## src/rtl/alu_pkg.sv

```systemverilog
`default_nettype none
// ============================================================================
// Module      : alu_pkg
// Description : Shared encodings for the execute stage: main-control ALUOp
//               values, 4-bit ALU control codes and R-type funct constants.
// Revision    : 1.0  initial release
// ============================================================================
package alu_pkg;

    localparam int DATA_W = 32;

    // Main-control ALUOp encodings
    localparam logic [1:0] ALUOP_MEM   = 2'b00;
    localparam logic [1:0] ALUOP_BR    = 2'b01;
    localparam logic [1:0] ALUOP_RTYPE = 2'b10;
    localparam logic [1:0] ALUOP_IMM   = 2'b11;

    // ALU control codes
    localparam logic [3:0] ALU_AND = 4'b0000;
    localparam logic [3:0] ALU_OR  = 4'b0001;
    localparam logic [3:0] ALU_ADD = 4'b0010;
    localparam logic [3:0] ALU_SUB = 4'b0110;
    localparam logic [3:0] ALU_SLT = 4'b0111;
    localparam logic [3:0] ALU_NOR = 4'b1100;
    localparam logic [3:0] ALU_INV = 4'b1111;

    // R-type funct field values
    localparam logic [5:0] FUNCT_ADD = 6'b100000;
    localparam logic [5:0] FUNCT_SUB = 6'b100010;
    localparam logic [5:0] FUNCT_AND = 6'b100100;
    localparam logic [5:0] FUNCT_OR  = 6'b100101;
    localparam logic [5:0] FUNCT_NOR = 6'b100111;
    localparam logic [5:0] FUNCT_SLT = 6'b101010;

endpackage : alu_pkg
`default_nettype wire

```

## src/rtl/alu_ctrl_decode.sv

```systemverilog
`default_nettype none
// ============================================================================
// Module      : alu_ctrl_decode
// Description : Pure combinational ALUOp/funct -> 4-bit ALU control map.
//               Non-R-type opcodes ignore funct; unknown R-type funct values
//               map to the INVALID code.
// Ports       : alu_op   (in,  2) main-control ALUOp
//               funct    (in,  6) instruction[5:0]
//               alu_ctrl (out, 4) decoded ALU control code
// Revision    : 1.0  initial release
// ============================================================================
module alu_ctrl_decode
    import alu_pkg::*;
(
    input  logic [1:0] alu_op,
    input  logic [5:0] funct,
    output logic [3:0] alu_ctrl
);

    always_comb begin
        alu_ctrl = ALU_INV;
        unique case (alu_op)
            ALUOP_MEM:   alu_ctrl = ALU_ADD;
            ALUOP_BR:    alu_ctrl = ALU_SUB;
            ALUOP_IMM:   alu_ctrl = ALU_ADD;
            ALUOP_RTYPE: begin
                case (funct)
                    FUNCT_ADD: alu_ctrl = ALU_ADD;
                    FUNCT_SUB: alu_ctrl = ALU_SUB;
                    FUNCT_AND: alu_ctrl = ALU_AND;
                    FUNCT_OR:  alu_ctrl = ALU_OR;
                    FUNCT_NOR: alu_ctrl = ALU_NOR;
                    FUNCT_SLT: alu_ctrl = ALU_SLT;
                    default:   alu_ctrl = ALU_INV;
                endcase
            end
            default:     alu_ctrl = ALU_INV;
        endcase
    end

endmodule : alu_ctrl_decode
`default_nettype wire

```

## src/rtl/alu_exec_unit.sv

```systemverilog
`default_nettype none
// ============================================================================
// Module      : alu_exec_unit
// Description : Execute stage of the single-cycle MIPS datapath. Decodes the
//               ALU control code, performs the 32-bit ALU operation and
//               drives zero, signed overflow and the branch-taken select.
//               Registered copies of result/zero/overflow are kept for trace.
// Ports       : clk        (in,  1)  rising-edge clock
//               rst        (in,  1)  asynchronous active-low reset
//               alu_op     (in,  2)  main-control ALUOp
//               funct      (in,  6)  instruction[5:0]
//               branch     (in,  1)  Branch from main control
//               a, b       (in,  32) operands
//               alu_ctrl   (out, 4)  decoded ALU control code
//               result     (out, 32) ALU result (combinational)
//               zero       (out, 1)  result == 0 (combinational)
//               overflow   (out, 1)  signed ADD/SUB overflow (combinational)
//               pc_src     (out, 1)  branch & zero
//               result_q, zero_q, overflow_q (out) registered copies
// Revision    : 1.0  initial release
// ============================================================================
module alu_exec_unit
    import alu_pkg::*;
(
    input  logic              clk,
    input  logic              rst,
    input  logic [1:0]        alu_op,
    input  logic [5:0]        funct,
    input  logic              branch,
    input  logic [DATA_W-1:0] a,
    input  logic [DATA_W-1:0] b,
    output logic [3:0]        alu_ctrl,
    output logic [DATA_W-1:0] result,
    output logic              zero,
    output logic              overflow,
    output logic              pc_src,
    output logic [DATA_W-1:0] result_q,
    output logic              zero_q,
    output logic              overflow_q
);

    logic [3:0]        dec_ctrl;
    logic [DATA_W-1:0] sum;
    logic [DATA_W-1:0] diff;
    logic [DATA_W-1:0] alu_res;
    logic              alu_ovf;
    logic              slt_bit;

    alu_ctrl_decode u_alu_ctrl_decode (
        .alu_op   (alu_op),
        .funct    (funct),
        .alu_ctrl (dec_ctrl)
    );

    assign sum  = a + b;
    assign diff = a - b;

    // Signed compare directly rather than the sign of a-b, so the answer
    // stays right when the subtraction overflows.
    assign slt_bit = ($signed(a) < $signed(b));

    always_comb begin
        alu_res = '0;
        alu_ovf = 1'b0;
        case (dec_ctrl)
            ALU_AND: alu_res = a & b;
            ALU_OR:  alu_res = a | b;
            ALU_NOR: alu_res = ~(a | b);
            ALU_ADD: begin
                alu_res = sum;
                alu_ovf = (a[DATA_W-1] == b[DATA_W-1]) &&
                          (sum[DATA_W-1] != a[DATA_W-1]);
            end
            ALU_SUB: begin
                alu_res = diff;
                alu_ovf = (a[DATA_W-1] != b[DATA_W-1]) &&
                          (diff[DATA_W-1] != a[DATA_W-1]);
            end
            ALU_SLT: alu_res = {{(DATA_W-1){1'b0}}, slt_bit};
            default: alu_res = '0;
        endcase
    end

    // All combinational outputs are held at zero while reset is asserted.
    assign alu_ctrl = rst ? dec_ctrl : 4'b0000;
    assign result   = rst ? alu_res  : '0;
    assign zero     = rst & (alu_res == '0);
    assign overflow = rst & alu_ovf;
    assign pc_src   = branch & zero;

    always_ff @(posedge clk or negedge rst) begin
        if (!rst) begin
            result_q   <= '0;
            zero_q     <= 1'b0;
            overflow_q <= 1'b0;
        end else begin
            result_q   <= result;
            zero_q     <= zero;
            overflow_q <= overflow;
        end
    end

endmodule : alu_exec_unit
`default_nettype wire

```

## config.mk

```make
export PLATFORM = sky130hd
export DESIGN_NAME = alu_exec_unit
export DESIGN_NICKNAME = d
export VERILOG_FILES = /design/src/rtl/alu_pkg.sv /design/src/rtl/alu_ctrl_decode.sv /design/src/rtl/alu_exec_unit.sv
export SDC_FILE = /design/constraint.sdc
export NUM_CORES = 1
export LEC_CHECK = 0
export CAP_MARGIN = 20
export CORE_MARGIN = 4
export CORE_UTILIZATION = 35
export CTS_BUF_LIST = sky130_fd_sc_hd__clkbuf_8
export CTS_CLUSTER_DIAMETER = 40
export DETAILED_ROUTE_END_ITERATION = 10
export PLACE_DENSITY = 0.6
export SYNTH_ARGS = -nofsm -noshare
export SYNTH_HDL_FRONTEND = slang
export SYNTH_SLANG_ARGS = --single-unit
```

## constraint.sdc

```tcl
create_clock -name clk -period 14.3 [get_ports clk]
set_clock_uncertainty 0.2 [all_clocks]
set_input_delay 2.86 -clock clk [delete_from_list [all_inputs] [get_ports clk]]
set_output_delay 2.86 -clock clk [all_outputs]
set_load 0.05 [all_outputs]
```

**Word-level counts from Yosys, hierarchy flattened**

Index checks and enable logic that the tools add are counted.

- Add/subtract/negate cells: 2
- $lt $le $gt $ge: 1
- Eq/ne operators: 18
- Muxes and demuxes: 6
- Bitwise gates (word level): 6
- Reduce and logical (&&, ||, !) cells: 6

Operators with widths:

| kind | number |
|---|---|
| 32-bit one-hot mux with 6 select lines | 1 |
| 6-bit == test, second input constant | 6 |
| 32-bit adder | 1 |
| 32-bit bitwise AND | 1 |
| 32-bit logical NOT | 1 |
| 32-bit less-than comparator | 1 |
| 32-bit two-way mux | 1 |
| 32-bit inverter | 1 |
| 32-bit bitwise OR | 1 |
| 32-bit subtractor | 1 |
| 4-bit one-hot mux with 6 select lines | 1 |
| 4-bit one-hot mux with 3 select lines | 1 |
| 4-bit by 3-bit == test with 1-bit output, second input constant | 2 |
| 2-bit == test, second input constant | 2 |
| 4-bit by 1-bit == test with 1-bit output, second input constant | 1 |
| 4-bit by 2-bit == test with 1-bit output, second input constant | 1 |
| 4-bit == test, second input constant | 1 |
| 4-bit logical NOT | 1 |
| 4-bit two-way mux | 1 |
| 1-bit bitwise AND | 3 |
| 1-bit inequality test | 3 |
| 2-bit by 1-bit == test with 1-bit output, second input constant | 1 |
| 1-bit logical AND | 2 |
| 2-bit logical NOT | 1 |
| 3 further kinds | 3 |

- Bits in registers: 34
- Bits of input ports: 75
- Logic and storage cells: 42

**Depth between registers and ports, before layout**

- Depth in word-level cells: 8
- Depth in mapped cells: 15
- Depth with buffers taken out: 14

**Cells and area by module**

A second synthesis with hierarchy kept.

- Cells, all modules: 1038
- Area total of the unflattened synthesis: 7578.5 um^2

By module, submodules not included:

| module | times used | cells an instance | area an instance (um^2) |
|---|---|---|---|
| alu_exec_unit | 1 | 1020 | 7450.9 |
| alu_ctrl_decode | 1 | 18 | 127.6 |

**Worst setup path after synthesis**

Ideal clock, no wire load.

- Path type: input to output
- Start: input port a[0]
- End: output port zero
- Data arrival time: 6112 ps
- Data required time: 11240 ps
- Slack: 5128 ps
- Cell stages on the path: 14
- Cell sequence: inv_1 -> ha_1 -> inv_1 -> fa_1 -> nor2b_1 -> o211ai_1 -> a21oi_1 -> o31ai_1 -> a21oi_1 -> a221oi_1 -> o22ai_1 -> a2111oi_0 -> o2111ai_1 -> nor2_1

- Longest elaborated chain between the ends: 5

RTL lines:

| what | RTL line | RTL |
|---|---|---|
| start: declaration | alu_exec_unit.sv:30 | `input logic [DATA_W-1:0] a,` |
| branches (longest 2 deep; another with 32-bit subtractor) | -- |  |
| 32-bit one-hot mux with 6 select lines (*) | alu_exec_unit.sv:65 | `case (dec_ctrl)` |
| 32-bit logical NOT (*) | alu_exec_unit.sv:87 | `assign zero = rst & (alu_res == '0);` |
| 1-bit bitwise AND (*) | alu_exec_unit.sv:87 |  |
| end: declaration | alu_exec_unit.sv:34 | `output logic zero,` |

Every way passes the cells marked *.

**Worst setup path after layout**

- Start: input port b[0]
- End: output port zero

- Longest elaborated chain between the ends: 5

RTL lines:

| what | RTL line | RTL |
|---|---|---|
| start: declaration | alu_exec_unit.sv:31 | `input logic [DATA_W-1:0] b,` |
| branches (longest 2 deep; another with 32-bit subtractor) | -- |  |
| 32-bit one-hot mux with 6 select lines (*) | alu_exec_unit.sv:65 |  |
| 32-bit logical NOT (*) | alu_exec_unit.sv:87 |  |
| 1-bit bitwise AND (*) | alu_exec_unit.sv:87 |  |

Marked as above.

==> flow_metrics.py <==
metrics = {
    "clock_tree": {
        "cts_sinks": 34,
        "cts_resized": 0,
        "clock_path_buffers": 2,
        "post-cts-setup-buffers": 0,
        "cts_tree": "done",
        "numCtsBuffers": 5,
        "postCtsHoldBufs": 0,
        "htreeDepth": 2,
        "path_clk_slew_ns": 0.06,
        "ctsRootBufferMaster": "clkbuf_8",
    },
    "timing": {
        "slew_viol_final": 0,
        "finalCritPeriodShare_pct": 78.6,
        "fin_crit_ns": 11.24,
        "final_hold_viol_count": 0,
        "rsz0062_at_grt": "false",
        "slew_headroom_pct": 26.3,
        "fmaxAchievable_ghz": 0.0890,
        "tns_ns": 0,
        "setup_violations": 0,
        "worst_pin_slew_ns": 1.09,
    },
    "pwr": {
        "p_leak_uw": 0.00385,
        "cellPowerDensity_nw_per_um2": 66.1,
        "ir_drop_mv": 0.0409,
    },
    "global_routing": {
        "met3_usage_pct": 1.81,
        "grt-busiest-layer": "met2",
        "grt_util_all_layers_pct": 23.7,
        "grtUsageMet2_pct": 37.5,
        "met1_usage_pct": 35.2,
        "grt_pass1_vias": 7411,
        "grt_max_degree": 52,
        "grt_pass1_wl_mm": 42.3,
        "antenna_found_initial": 0,
        "overflow": 0,
    },
    "layout": {
        "design_area_um2": 8860,
        "antennaDiodeCount": 0,
        "area.growth.synth_to_final_pct": 24.7,
        "regArea_um2": 851,
        "drive_gt1_share_pct": 4.22,
        "fin_cells": 1378,
        "nets": 1290,
        "multi_input_area_um2": 5650,
        "fillers": 2052,
    },
    "synth": {
        "synth-edff-count": 0,
        "yosysTopAreaCell": "ha_1",
        "ys_top_cells_by_area": "ha_1 (18%), dfrtp_1 (12%), a21oi_1 (7.2%)",
        "synth_sequential_area_ratio_pct": 12.0,
        "synth-seq-cells": 34,
        "ys_async_sr_fraction_pct": 100,
        "synth_ff_type": "dfrtp_1",
        "syn-mean-instance-area_um2": 7.09,
        "syn-instance-count": 1003,
        "synth.cell_area_um2": 7110,
        "syn-num-nets": 1181,
        "yosysUniqueCellTypes": 80,
        "ys_warn_count": 0,
        "synth_top_cell_area_share_pct": 17.8,
    },
    "critical_path": {
        "startpoint_type": "primary input",
        "cp_slowest_cell": "clkdlybuf4s50_1",
        "cpPeakStageDelay_ns": 0.83,
        "crit_chain": "clkdlybuf4s50_1 > ha_1 > inv_1 > fa_1 > nor2b_1 > o211ai_1 > a21oi_1 > o31ai_1 > a21oi_1 > a221oi_1 > o22ai_1 > a2111oi_0 > o2111ai_1 > nor2_1 > clkdlybuf4s50_1",
        "required_ns": 11.24,
        "critPathLaunch": "b[0]",
        "path_max_fanout": 4,
        "critPathCaptureType": "output pin",
        "arrival_ns": 8.18,
        "crit_end": "zero",
        "critPathKind": "in -> out",
    },
    "placement": {
        "numPortBuffers": 147,
        "placedCellCount": 1370,
        "place_hpwl_mm": 23.0,
        "gp_congestion": 0.984,
        "placed_area_um2": 8770,
    },
    "die": {
        "die_w_um": 150,
        "initial_core_util_pct": 36.0,
        "coreArea_um2": 19700,
        "die_area_um2": 22600,
        "die_h_um": 150,
        "rows": 51,
        "ioPinCount": 148,
    },
    "flow_run": {
        "maxCapViolations": 0,
    },
    "hold_path": {
        "hold_path_class": "in -> async",
    },
    "routing": {
        "via_count": 8266,
        "via_per_inst": 6.00,
        "wl_mm": 28.4,
        "postRouteAntennaNets": 0,
        "wl_per_cell_um": 20.6,
        "drtPass1Iterations": 5,
        "drcViolationCount": 0,
        "drtIter0Drc": 1014,
    },
    "outcome": {
        "outcome": "finished clean",
    },
}
sequential cells by signal (all words and copies together), names as in the netlist:
name,flops
result_q,32
overflow_q,1
zero_q,1
worst max-delay path: cells and delay by family:
family | cells | cell delay [ns]
and+or+nand+nor | 2 | 0.36
buffers and inverters | 3 | 1.40
AOI/OAI and AO/OA | 8 | 2.97
adders and majority gates | 2 | 0.59
metrics by stage:
stage / hold WS (ns) / power (µW) / setup slack, ns / utilization [%]
after floorplan: 2.36 / 373 / 5.13 / -
after global placement: 2.77 / 510 / 3.16 / 44.5
after detailed placement: 2.76 / 510 / 3.14 / 44.5
after CTS: 2.45 / 582 / 3.11 / 44.9
after global routing: 2.49 / 620 / 2.81 / 44.9
final: 2.45 / 586 / 3.06 / 44.9
how the worst min path moves through the flow:
stage / from / to / slack, ns / cells past startpoint
floorplan: rst / overflow_q / 2.36 / 0
global placement: rst / result_q[4] / 2.77 / 2
detailed placement: rst / result_q[4] / 2.76 / 2
CTS: rst / result_q[4] / 2.45 / 2
global route: rst / result_q[19] / 2.49 / 2
finish: rst / result_q[19] / 2.45 / 2
final cells by class:
class / instances / share of cell area (%)
tap: 265 / 3.74
clock inverter: 2 / 0.0988
inverter: 106 / 4.49
multi-input combinational: 808 / 63.7
timing repair buffer: 157 / 17.4
clock buffer: 6 / 0.932
sequential: 34 / 9.60
logic make-up (layout without fill, tap and decap cells):
logic type / Yosys count / in the layout / share of synthesized area (%)
buf+inv: 161 / 271 / 8.87
compound gates: 356 / 356 / 35.0
flops: 34 / 34 / 12.0
mux: 8 / 8 / 1.13
xor+xnor: 15 / 15 / 1.85
fa+ha+maj: 103 / 103 / 18.3
simple gates: 326 / 326 / 22.8
per-layer routing:
layer | share of wire (%) | up-vias
met5 | 0 | -
met4 | 1.6 | 0
met3 | 10 | 38
met2 | 44 | 484
met1 | 45 | 3854
li1 | - | 3890
Yosys cell counts, drive strengths merged, types with 6 or more instances:
| cell | count |
|---|---|
| a211oi | 16 |
| a21o | 13 |
| a21oi | 104 |
| a221o | 17 |
| a221oi | 24 |
| a31oi | 7 |
| and2 | 23 |
| and3 | 7 |
| buf | 25 |
| clkbuf | 30 |
| dfrtp | 34 |
| ha | 101 |
| inv | 105 |
| mux2i | 8 |
| nand2 | 68 |
| nand2b | 17 |
| nand3 | 17 |
| nand4 | 13 |
| nor2 | 107 |
| nor2b | 15 |
| nor3 | 20 |
| nor4 | 14 |
| o211ai | 17 |
| o21a | 8 |
| o21ai | 55 |
| o21bai | 7 |
| o221a | 6 |
| o221ai | 8 |
| o22ai | 8 |
| o31ai | 17 |
| xnor2 | 11 |
cells in the final DEF, fill, tap and decap left out, types with 5 or more instances in the layout:
| cell type | n |
|---|---|
| o21ai_0 | 53 |
| o31ai_1 | 17 |
| o211ai_1 | 16 |
| nor4_1 | 13 |
| dfrtp_1 | 34 |
| buf_4 | 10 |
| o21a_1 | 7 |
| a21o_1 | 13 |
| o221ai_1 | 8 |
| nand2b_1 | 17 |
| inv_1 | 106 |
| xnor2_1 | 11 |
| clkdlybuf4s50_1 | 146 |
| ha_1 | 101 |
| a31o_2 | 5 |
| a221oi_1 | 23 |
| and2_1 | 22 |
| nor2b_1 | 15 |
| nor2_1 | 106 |
| a211oi_1 | 16 |
| a21oi_1 | 101 |
| nor3_1 | 17 |
| o22ai_1 | 8 |
| and3_1 | 7 |
| o2111ai_1 | 5 |
| o21bai_1 | 7 |
| nand3_1 | 17 |
| clkbuf_8 | 6 |
| mux2i_1 | 8 |
| nand4_1 | 13 |
| a31oi_1 | 7 |
| nand2_1 | 68 |
| a221o_1 | 17 |
| o221a_2 | 5 |
power breakdown:
part	leakage [µW]	switching, µW	total [µW]	internal (µW)
Clock	0.0000524	31.6	69.7	38.0
Combinational	0.00335	269	409	140
Sequential	0.000454	2.14	107	105
Power figures use the tool's default switching activity.
